$ cat src/rtl/icache_pkg.sv
// Shared constants and state encoding for the direct-mapped instruction cache.
package icache_pkg;

  localparam int unsigned ADDR_BITS     = 32;
  localparam int unsigned WORD_BITS     = 32;
  localparam int unsigned LINE_BITS     = 128;
  localparam int unsigned BYTE_OFF_BITS = 2;
  localparam int unsigned OFFSET_BITS   = 2;
  localparam int unsigned BLOCK_LSB     = BYTE_OFF_BITS + OFFSET_BITS;
  localparam int unsigned BLOCK_BITS    = ADDR_BITS - BLOCK_LSB;
  localparam int unsigned INDEX_BITS    = 3;
  localparam int unsigned TAG_BITS      = BLOCK_BITS - INDEX_BITS;

  typedef enum logic [1:0] {
    IDLE     = 2'd0,
    MEM_READ = 2'd1,
    FILL     = 2'd2
  } icache_state_t;

endpackage

$ cat src/rtl/icache_line_store.sv
// Valid/tag/data arrays of the instruction cache.
//   clock, reset          : clock, async active-low reset (clears valid bits only)
//   rd_index              : asynchronous read index
//   rd_valid/rd_tag/rd_line : contents of the indexed line
//   wr_en/wr_index/wr_tag/wr_line : single synchronous write port (line install)
module icache_line_store
  import icache_pkg::*;
#(
  parameter int unsigned LINES  = 8,
  parameter int unsigned IDX_W  = INDEX_BITS,
  parameter int unsigned TAG_W  = TAG_BITS,
  parameter int unsigned LINE_W = LINE_BITS
) (
  input  logic              clock,
  input  logic              reset,
  input  logic [IDX_W-1:0]  rd_index,
  output logic              rd_valid,
  output logic [TAG_W-1:0]  rd_tag,
  output logic [LINE_W-1:0] rd_line,
  input  logic              wr_en,
  input  logic [IDX_W-1:0]  wr_index,
  input  logic [TAG_W-1:0]  wr_tag,
  input  logic [LINE_W-1:0] wr_line
);

  logic [LINES-1:0]  valid_q;
  logic [TAG_W-1:0]  tag_q  [LINES];
  logic [LINE_W-1:0] data_q [LINES];

  // Valid bits are the only state that reset must clear.
  always_ff @(posedge clock or negedge reset) begin
    if (!reset) begin
      valid_q <= '0;
    end else if (wr_en) begin
      valid_q[wr_index] <= 1'b1;
    end
  end

  // Tag and data are qualified by valid, so they need no reset.
  always_ff @(posedge clock) begin
    if (wr_en) begin
      tag_q[wr_index]  <= wr_tag;
      data_q[wr_index] <= wr_line;
    end
  end

  assign rd_valid = valid_q[rd_index];
  assign rd_tag   = tag_q[rd_index];
  assign rd_line  = data_q[rd_index];

endmodule

$ cat src/rtl/icache_controller.sv
// Direct-mapped instruction cache between CPU fetch and a block-read memory.
// Hits are served combinationally; a miss stalls the CPU, performs one
// read/busywait block read and installs the 128-bit line.
//   clock, reset           : clock, async active-low reset
//   read, address          : CPU fetch request and byte address
//   instruction, busywait  : fetched word (0 unless hit), CPU stall
//   mem_read, mem_address  : registered block-read request and block address
//   mem_readdata, mem_busywait : memory line data and busy flag
module icache_controller
  import icache_pkg::*;
#(
  parameter int unsigned LINES     = 8,
  parameter int unsigned LINE_BITS = 128
) (
  input  logic                  clock,
  input  logic                  reset,
  input  logic                  read,
  input  logic [ADDR_BITS-1:0]  address,
  output logic [WORD_BITS-1:0]  instruction,
  output logic                  busywait,
  output logic                  mem_read,
  output logic [BLOCK_BITS-1:0] mem_address,
  input  logic [LINE_BITS-1:0]  mem_readdata,
  input  logic                  mem_busywait
);

  localparam int unsigned IDX_W = $clog2(LINES);
  localparam int unsigned TAG_W = BLOCK_BITS - IDX_W;

  icache_state_t state, state_nxt;
  logic [BLOCK_BITS-1:0] miss_addr;

  logic [OFFSET_BITS-1:0] addr_offset;
  logic [IDX_W-1:0]       addr_index;
  logic [TAG_W-1:0]       addr_tag;
  logic                   rd_valid;
  logic [TAG_W-1:0]       rd_tag;
  logic [LINE_BITS-1:0]   rd_line;
  logic                   hit_c;
  logic                   miss_c;
  logic                   fill_c;
  logic                   unused_byte_bits;

  assign addr_offset      = address[BYTE_OFF_BITS +: OFFSET_BITS];
  assign addr_index       = address[BLOCK_LSB +: IDX_W];
  assign addr_tag         = address[ADDR_BITS-1 -: TAG_W];
  assign unused_byte_bits = ^address[BYTE_OFF_BITS-1:0];

  assign fill_c = (state == FILL);

  icache_line_store #(
    .LINES  (LINES),
    .IDX_W  (IDX_W),
    .TAG_W  (TAG_W),
    .LINE_W (LINE_BITS)
  ) u_store (
    .clock    (clock),
    .reset    (reset),
    .rd_index (addr_index),
    .rd_valid (rd_valid),
    .rd_tag   (rd_tag),
    .rd_line  (rd_line),
    .wr_en    (fill_c),
    .wr_index (miss_addr[IDX_W-1:0]),
    .wr_tag   (miss_addr[BLOCK_BITS-1 -: TAG_W]),
    .wr_line  (mem_readdata)
  );

  // Hit detection and word select are purely combinational.
  assign hit_c  = read && rd_valid && (rd_tag == addr_tag);
  assign miss_c = read && !hit_c;

  assign instruction = hit_c ? rd_line[32'(addr_offset) * WORD_BITS +: WORD_BITS]
                             : '0;
  assign busywait    = (state == IDLE) ? miss_c : 1'b1;
  assign mem_address = miss_addr;

  // Next-state logic.
  always_comb begin
    state_nxt = state;
    case (state)
      IDLE:     if (miss_c)        state_nxt = MEM_READ;
      MEM_READ: if (!mem_busywait) state_nxt = FILL;
      FILL:                        state_nxt = IDLE;
      default:                     state_nxt = IDLE;
    endcase
  end

  // State, miss address and registered memory request.
  always_ff @(posedge clock or negedge reset) begin
    if (!reset) begin
      state     <= IDLE;
      miss_addr <= '0;
      mem_read  <= 1'b0;
    end else begin
      state <= state_nxt;
      if (state == IDLE && miss_c) begin
        miss_addr <= address[ADDR_BITS-1:BLOCK_LSB];
      end
      // High for exactly the cycles spent in MEM_READ, so no gaps or repeats.
      mem_read <= (state_nxt == MEM_READ);
    end
  end

endmodule
$ cat config.mk
export PLATFORM = sky130hd
export DESIGN_NAME = icache_controller
export DESIGN_NICKNAME = d
export VERILOG_FILES = /design/src/rtl/icache_pkg.sv /design/src/rtl/icache_line_store.sv /design/src/rtl/icache_controller.sv
export SDC_FILE = /design/constraint.sdc
export NUM_CORES = 1
export LEC_CHECK = 0
export CAP_MARGIN = 15
export CORE_MARGIN = 2
export CORE_UTILIZATION = 50
export DETAILED_ROUTE_END_ITERATION = 8
export HOLD_SLACK_MARGIN = 0.08
export PLACE_DENSITY = 0.83
export REMOVE_ABC_BUFFERS = 1
export SYNTH_ARGS = -nofsm -noshare
export SYNTH_HDL_FRONTEND = slang
export SYNTH_HIERARCHICAL = 1
export SYNTH_SLANG_ARGS = --single-unit
$ cat constraint.sdc
create_clock -name clock -period 17.3 [get_ports clock]
set_input_delay 3.46 -clock clock [delete_from_list [all_inputs] [get_ports clock]]
set_output_delay 3.46 -clock clock [all_outputs]
set_load 0.005 [all_outputs]
# --- Yosys cells after proc, flatten, opt, wreduce, memory -nomap -nowiden ---
# Memory sizes are Yosys's and may differ from the RTL's.
# Index checks and enable logic that the tools add are counted.
op_classes:
  shift: 1
  eq_ne: 4
  reduce_logical: 7
  mux: 11
  bitwise_logic: 1
  order_cmp: 3
ops:
  columns: ["operator", "n"]
  rows:
  - ["$shiftx A128 B8 Y32", 1]
  - ["$mux W32", 1]
  - ["$eq A25 B25 Y1", 1]
  - ["$lt A3 B4 Y1 const B", 2]
  - ["$or A8 B8 Y8", 1]
  - ["$logic_and A1 B1 Y1", 5]
  - ["$mux W1", 5]
  - ["$eq A2 B1 Y1 const B", 2]
  - ["$mux W2", 2]
  - ["$pmux W2 S2", 1]
  - ["$bmux W1 S3", 1]
  - ["$demux W1 S3", 1]
  - ["$ge A3 B1 Y1 const B", 1]
  - ["$eq A2 B2 Y1 const B", 1]
  - ["$logic_not A2 Y1", 1]
  - ["$logic_not A1 Y1", 1]
totals:
  out_inout_bits: 62
  ff_bits: 39
  in_bits: 164
  mem_bits_rw: 1224
  n_memories: 2
  word_cells: 33
mem_list:
  columns: ["name", "words", "width", "rd", "rd_clocked_by_memory_dff", "wr", "line", "rtl"]
  rows:
  - ["u_store.data_q", 8, 128, 1, 0, 1, "icache_line_store.sv:28", "logic [LINE_W-1:0] data_q [LINES];"]
  - ["u_store.tag_q", 8, 25, 1, 0, 1, "icache_line_store.sv:27", "logic [TAG_W-1:0] tag_q [LINES];"]

# --- Logic depth before layout (Yosys ltp) ---
# Gate-level depths: netlist (run 1).
depth:
  ltp_word: 9
  mapped_depth: 11
  depth_no_buf: 7

# --- Hierarchy ---
# Netlist (run 1), hierarchy kept.
by_module_without_submodules:
  columns: ["module", "seq_area_each_um2", "instances", "cells_each", "area_each_um2"]
  rows:
  - ["icache_line_store", 36955.4, 1, 1803, 46260.6]
  - ["icache_controller", 775.7, 1, 189, 2626.3]

# --- Least setup slack after synthesis (run 1) ---
# OpenSTA, ideal clock, no wires.
synth_timing:
  path_type: "reg2reg"
  from: "register state[1]"
  to: "register u_store.valid_q[0]"
  stages_incl_launch_ff: 4
  period_less_slack_ns: 17.956
  n_path_buf: 0
  setup_slack_ns: -0.656
  setup_time_ns: 0.165
  t_arrival_ns: 17.791
  required_time_ns: 17.135
  cell_sequence: "dfrtp_1 -> nor2b_1 -> nor4b_1 -> or2_2"
synth_between:
  elab_chain_cells: 1
synth_lines:
  columns: ["item", "line", "rtl"]
  rows:
  - ["start: declaration", "icache_controller.sv:30", "icache_state_t state, state_nxt;"]
  - ["start signal: assignment", "icache_controller.sv:96", "state <= state_nxt;"]
  - ["$eq A2 B2 Y1", "icache_controller.sv:49", "assign fill_c = (state == FILL);"]
  - ["via fill_c", "icache_controller.sv:41", "logic fill_c;"]
  - ["end signal: assignment", "icache_line_store.sv:33", "valid_q <= '0;"]
  - ["end signal: indexed assignment", "icache_line_store.sv:35", "valid_q[wr_index] <= 1'b1;"]
  - ["end: declaration", "icache_line_store.sv:26", "logic [LINES-1:0] valid_q;"]
# The timed path passes the listed nets, and every way through them passes these cells.
# A chain may end at the register's enable or synchronous reset.

# --- Worst setup path in the final report (run 1) ---
layout_timing:
  from: "input address[4]"
  to: "output instruction[20]"
layout_between:
  elab_cells_between_ends: 9
  cone_classes: "eq/ne (1); shift (1); mux (3); reduce/logical (2); memory (2)"
layout_rtl:
  columns: ["item", "line", "rtl"]
  rows:
  - ["start: declaration", "icache_controller.sv:18", "input logic [ADDR_BITS-1:0] address,"]
  - ["$mem_v2 Z8 W25", null, null]
  - ["via rd_tag[19]", "icache_controller.sv:37", "logic [TAG_W-1:0] rd_tag;"]
  - ["$eq A25 B25 Y1", "icache_controller.sv:70", "assign hit_c = read && rd_valid && (rd_tag == addr_tag);"]
  - ["$logic_and A1 B1 Y1", "icache_controller.sv:70", null]
  - ["$mux W32", "icache_controller.sv:73", "assign instruction = hit_c ? rd_line[32'(addr_offset) * WORD_BITS +: WORD_BITS]"]
  - ["end: declaration", "icache_controller.sv:19", "output logic [WORD_BITS-1:0] instruction,"]
# The timed path passes the listed nets, and every way through them passes these cells. The select of a mux whose other input is x is not followed.

==> flow_summary_export.csv, run 1 <==
group,metric,value,unit
status,status,"completed",
logic_synthesis,yosysSeqAreaShare,77.18,%
grt,grt_max_degree,113,
route,route.met3.wl,7790,µm
placed_design,placement.cell_area,52540,µm²
floorplan,dieWidth,316.7,µm
logic_synthesis,synth_top_cell_area_share,75.18,%
logic_synthesis,synth_simple_gate_area_share,0.9265,%
clocking,path_clk_slew,60,ps
clocking,cts-htree-levels,3,
floorplan,boundaryPins,226,
worst_setup_path,critPathKind,"primary input to primary output",
worst_setup_path,cp-start-kind,"primary input",
grt,grt_pass1_vias,23430,
logic_synthesis,synth_edf_count,1224,
worst_setup_path,slowest_delay,640,ps
logic_synthesis,synth_compound_area_share,0.1689,%
logic_synthesis,synth-xor-area-share,0.4479,%
clocking,cts_hold_repair.buffers,0,
clocking,ctsResizeCount,0,
route,vias,21843,
grt,grt_pass1_wl,149900,µm
worst_setup_path,crit_path_top_delay_cell,"buf_4",
logic_synthesis,synthCells,1992,
power,internal_power,5.401,mW
route,routed_wl,101500,µm
power,cellPowerDensity,121.6,nW/µm²
worst_setup_path,critPathMaxFanout,52,
logic_synthesis,synthFlopType,"edfxtp_1",
route,drt_pre_antenna_iters,5,
worst_setup_path,critPathMostFrequentCell,"buf_4",
power,p_sw,1.476,mW
worst_setup_path,worst-path-buf-inv,5,
power,seq_power_share,53.5,%
worst_setup_path,critPathTopFamily,"buffers and inverters",
logic_synthesis,ys_warn_count,6,
grt,grt_usage,20.52,%
route,drc,0,
timing,drv_slew,0,
timing,rsz0062_at_grt,"false",
logic_synthesis,synthMuxAreaShare,20.07,%
timing,period_needed,11520,ps
clocking,cts_tree,"yes",
placed_design,gp_congestion,0.7195,
cells_and_area,layout_common_cells,"1224 x edfxtp_1, 340 x mux4_2, 217 x clkdlybuf4s50_1",
route,drt_iter0_markers,2115,
logic_synthesis,async_flop_share,3.088,%
route,via_per_inst,5.955,
route,wl_per_cell,27.68,µm
cells_and_area,fillers,6433,
route,wirelength_met1,38690,µm
placed_design,dp_hpwl,53640,µm
hold_path,min_path_type,"register to register",
power,swShare,21.47,%
route,top_layer,"met5",
cells_and_area,area_delta_synth_final,15.74,%
timing,final_hold_viol_count,0,
power,power,6.878,mW
clocking,cts-root-buf,"clkbuf_16",
worst_setup_path,arrival,8060,ps
worst_setup_path,worstPathRequired,13840,ps
cells_and_area,fin_nets,2442,
floorplan,die_h,316.7,µm
worst_setup_path,critPathCaptureType,"primary output",
timing,timing.final.crit_share,66.60,%
cells_and_area,final_common_cell,"edfxtp_1",
logic_synthesis,avgSynthCellArea,24.54,µm²
power,combPwrFrac,8.1,%
logic_synthesis,ys_ff_latch,1263,
placed_design,io_buffer_count,223,
timing,whs,473.1,ps
route,routed-wl-met2,52150,µm
route,detail-route-antenna-nets,0,
timing,clock_skew,18.86,ps
clocking,post_cts.repair.setup_buffers,0,
worst_setup_path,crit_chain,"buf_8 -> buf_4 -> buf_4 -> mux4_2 -> mux2_2 -> xnor2_1 -> nand4b_1 -> nor3_1 -> nand4_1 -> buf_4 -> nor2b_1 -> clkdlybuf4s50_1",
power,p_clk_share,38.4,%
grt,antenna_found_initial,25,
timing,fmax,0.08679,GHz
timing,relSlewSlack,20.47,%
timing,finalSetupViolations,0,
logic_synthesis,synth.area.top_cells,"edfxtp_1 75%, mux4_2 16%, mux2_2 3.5%",
timing,fin_tns_setup,0,ps
clocking,cts_sinks,1263,
logic_synthesis,synthDistinctLibCells,33,
logic_synthesis,synth_fa_ha_area_share,0,%
logic_synthesis,synth_top_area_cell,"edfxtp_1",
grt,overflow,0,
clocking,clock_path_buffers,3,
cells_and_area,fin_area,56580,µm²
power,ir_worst_vdd,0.0001025,V
power,power.leakage,17.83,nW
timing,worst_pin_slew,1190,ps
floorplan,start_util,50.48,%
floorplan,std_cell_rows,114,
floorplan,core_area,96850,µm²
clocking,clk_latency,700,ps
logic_synthesis,syn_area,48890,µm²
logic_synthesis,synth_top_family_by_area,"multiplexers",
clocking,numCtsBuffers,120,
job,cap_violations,0,
floorplan,dieArea,100300,µm²
cells_and_area,drive_gt1_share,32.21,%
[final cells by class]
| class | instances | area (µm²) | share of cell area [%] |
|---|---|---|---|
| multi-input cells | 625 | 10630 | 18.79 |
| repair buffers | 265 | 2571 | 4.544 |
| clock buffers | 152 | 3204 | 5.663 |
| clock inverters | 73 | 807.0 | 1.426 |
| diodes | 11 | 27.53 | 0.04865 |
| well taps | 1276 | 1597 | 2.822 |
| flip-flops and latches | 1263 | 37730 | 66.69 |
| inverters | 3 | 11.26 | 0.01990 |
[Yosys cell counts (5+ instances only)]
library cell and n:
mux2_2 154, nor2b_1 33, xor2_1 13, xnor2_1 12, dfrtp_1 39, buf_1 5, mux4_2 340, edfxtp_1 1224
nand2_1 6, buf_2 45, buf_6 16, clkbuf_1 33, mux2_4 28
[cell families after synthesis]
kind of cell              after synthesis
DFF                                  1263
muxes                                 522
buffers and inverters                 104
and+or+nand+nor                        71
xor gates and xnor gates               25
AOI/OAI and AO/OA                       7
[registers in the layout, summed over array words and instances (netlist names)]
register,flops
mem_address,28
mem_read,1
state,2
u_store/data_q,1024
u_store/tag_q,200
u_store/valid_q,8
[worst paths after layout]
path | from | endpoint | slack [ps] | cells past startpoint
max reg2reg | u_store/tag_q[5][19]$_DFFE_PP_ | mem_address[24]$_DFFE_PN0P_ | 13360 | 8
min | u_store/valid_q[4]$_DFFE_PN0P_ | u_store/valid_q[4]$_DFFE_PN0P_ | 470 | 1
min reg2reg | u_store/valid_q[4]$_DFFE_PN0P_ | u_store/valid_q[4]$_DFFE_PN0P_ | 470 | 1
min in group asynchronous | reset | mem_address[19]$_DFFE_PN0P_ | 2930 | 1
max | address[4] | instruction[20] | 5780 | 12
max in group asynchronous | reset | mem_address[26]$_DFFE_PN0P_ | 13730 | 1
[metal layers]
| metal | vias up | global-route usage [%] |
|---|---|---|
| li1 | 9111 | - |
| met1 | 11643 | 26.22 |
| met2 | 868 | 34.48 |
| met3 | 191 | 5.062 |
| met4 | 30 | 7.354 |
| met5 | - | 0 |
[power groups by stage]
stage,sequential [mW],combinational (mW),clock [mW]
3_3_place_gp,3.72,0.544,0
5_1_grt,3.70,0.592,2.80
2_1_floorplan,3.75,0.280,0
4_1_cts,3.68,0.564,2.69
3_5_place_dp,3.74,0.557,0
6_report,3.68,0.555,2.64
[stage by stage]
step	utilization, %	worst slack [ps]	instances
global placement	54.25	5747	3432
CTS	58.39	5666	3657
floorplan	-	-655.6	1891
finish	58.42	5777	3668
global route	58.40	5434	3662
detailed placement	54.25	5687	3432
No activity file was read; power rests on OpenSTA's default activity.
==> run 2, diff against run 1 <==
--- a/config.mk
+++ b/config.mk
@@ -10,7 +10,7 @@
 export CORE_UTILIZATION = 50
 export DETAILED_ROUTE_END_ITERATION = 8
 export HOLD_SLACK_MARGIN = 0.08
-export PLACE_DENSITY = 0.83
+export PLACE_DENSITY = 0.8
 export REMOVE_ABC_BUFFERS = 1
 export SYNTH_ARGS = -nofsm -noshare
 export SYNTH_HDL_FRONTEND = slang
==> constraint.sdc (replaced) <==
create_clock -name clock -period 12 [get_ports clock]
set_input_delay 2.4 -clock clock [delete_from_list [all_inputs] [get_ports clock]]
set_output_delay 2.4 -clock clock [all_outputs]
set_load 0.005 [all_outputs]
==> run 2 against run 1 <==
Design area fell by 0.33%. Global-route usage fell by 0.18 points. Wire length fell by 1.0%. Clock power rose by 38%. Clock-buffer cell count fell by 11. Combinational power rose by 43%. Non-clock buffer count rose by 2. Critical path depth fell by 1. First-iteration DRC count fell by 2.6%. Die area did not move. Sequential share of layout area rose by 0.22 points. Via count barely moved.
==> flow_summary_export.csv, run 2 (synthesis results as in run 1) <==
group,metric,value,unit
timing,whs,467.6,ps
cells_and_area,fin_util,58.23,%
timing,final_hold_viol_count,0,
grt,antenna_found_initial,27,
clocking,path_clk_slew,60,ps
power,ir_worst_vdd,0.0001569,V
floorplan,std_cell_rows,114,
clocking,cts-htree-levels,3,
clocking,cts_hold_repair.buffers,0,
cells_and_area,final-seq-area,37730,µm²
timing,setup_ws,3150,ps
clocking,cts-root-buf,"clkbuf_16",
floorplan,die_h,316.7,µm
timing,finalSetupViolations,0,
floorplan,boundaryPins,226,
placed_design,io_buffer_count,223,
power,power,9.748,mW
route,wl_per_cell,27.47,µm
placed_design,gp_congestion,0.7174,
timing,drv_slew,0,
route,vias,21855,
placed_design,dp_hpwl,54080,µm
clocking,post_cts.repair.setup_buffers,0,
floorplan,core_area,96850,µm²
grt,grt_pass1_wl,148700,µm
cells_and_area,layout_common_cells,"1224 x edfxtp_1, 340 x mux4_2, 217 x clkdlybuf4s50_1",
cells_and_area,largest_reg_flops,1024,
worst_setup_path,critPathCaptureType,"primary output",
floorplan,dieWidth,316.7,µm
floorplan,start_util,50.48,%
grt,grt_max_degree,118,
timing,rsz0062_at_grt,"false",
timing,clock_skew,31.66,ps
placed_design,dp_slack,3079,ps
power,power.leakage,17.76,nW
clocking,clock_path_buffers,3,
timing,period_needed,8850,ps
grt,overflow,0,
floorplan,dieArea,100300,µm²
timing,timing.final.crit_share,73.75,%
route,drt_iter0_markers,2059,
worst_setup_path,cp-start-kind,"primary input",
clocking,cts_tree,"yes",
cells_and_area,largest_register,"u_store/data_q",
clocking,ctsResizeCount,0,
timing,fmax,0.1130,GHz
cells_and_area,drive_gt1_share,32.15,%
grt,grt_usage,20.34,%
cells_and_area,fin_nets,2443,
worst_setup_path,arrival,6450,ps
worst_setup_path,critPathKind,"primary input to primary output",
route,via_per_inst,5.973,
worst_setup_path,critPathMaxFanout,45,
route,drc,0,
timing,relSlewSlack,20.85,%
worst_setup_path,worstPathRequired,9600,ps
route,detail-route-antenna-nets,0,
cells_and_area,area_delta_synth_final,15.35,%
clocking,cts_sinks,1263,
route,drt_pre_antenna_iters,7,
status,status,"completed",
clocking,numCtsBuffers,119,
route,routed_wl,100500,µm
cells_and_area,multi_input_area,10630,µm²
cells_and_area,fillers,6625,
timing,worst_pin_slew,1182,ps
hold_path,min_path_type,"register to register",
clocking,clk_latency,700,ps
power,cellPowerDensity,172.9,nW/µm²
timing,fin_tns_setup,0,ps
grt,grt_pass1_vias,23256,
job,cap_violations,0,
cells_and_area,final_common_cell,"edfxtp_1",
-- run 2: cell types whose count changed in the layout (fill, tap and decap cells not counted), sizes merged --
cell,before,now
buf,48,50
clkinv,41,56
diode,11,7
clkinvlp,5,6
bufinv,15,11
inv,15,7
clkbuf,152,141
-- run 2: per-stage QoR --
step                cells  instance area [µm²]
detailed placement   3434                52570
global placement     3434                52570
CTS                  3652                56370
global route         3659                56390
finish               3659                56390
floorplan            1891                48310
-- run 2: critical path: stages --
cell and delay [ps]:
buf_8 390, buf_4 660, mux4_2 580, mux2_2 290
xnor2_1 290, nand4b_1 200, nor3_1 260, nand4_1 190
buf_4 290, a211o_1 330, clkdlybuf4s50_1 450
-- run 2: layout make-up --
class,count,share of cell area [%]
antenna,7,0.03106
clock buffer,141,5.536
clock inverter,77,1.214
inverter,3,0.01997
multi-input combinational,625,18.85
sequential,1263,66.91
tap,1276,2.831
timing repair buffer,267,4.608
-- run 2: power by group --
group	internal [mW]	total, mW	switching [mW]
logic	0.418	0.796	0.377
registers	5.15	5.31	0.158
clock network	2.09	3.64	1.56
-- run 2: worst paths after layout --
check | cells past startpoint | slack (ps) | from | end
min | 1 | 470 | u_store/valid_q[1]$_DFFE_PN0P_ | u_store/valid_q[1]$_DFFE_PN0P_
max reg2reg | 4 | 7700 | state[1]$_DFF_PN0_ | u_store/data_q[6][64]$_DFFE_PP_
max in group asynchronous | 1 | 9510 | reset | mem_address[5]$_DFFE_PN0P_
min reg2reg | 1 | 470 | u_store/valid_q[1]$_DFFE_PN0P_ | u_store/valid_q[1]$_DFFE_PN0P_
max | 11 | 3150 | address[4] | busywait
min in group asynchronous | 1 | 1840 | reset | mem_address[14]$_DFFE_PN0P_
-- run 2: layer usage --
metal,global-route usage (%),vias to the layer above,routed length (µm)
met5,0,-,195
met4,6.175,34,2330
met3,4.957,182,7276
met2,34.10,803,51460
met1,26.58,11728,39260
li1,-,9108,-
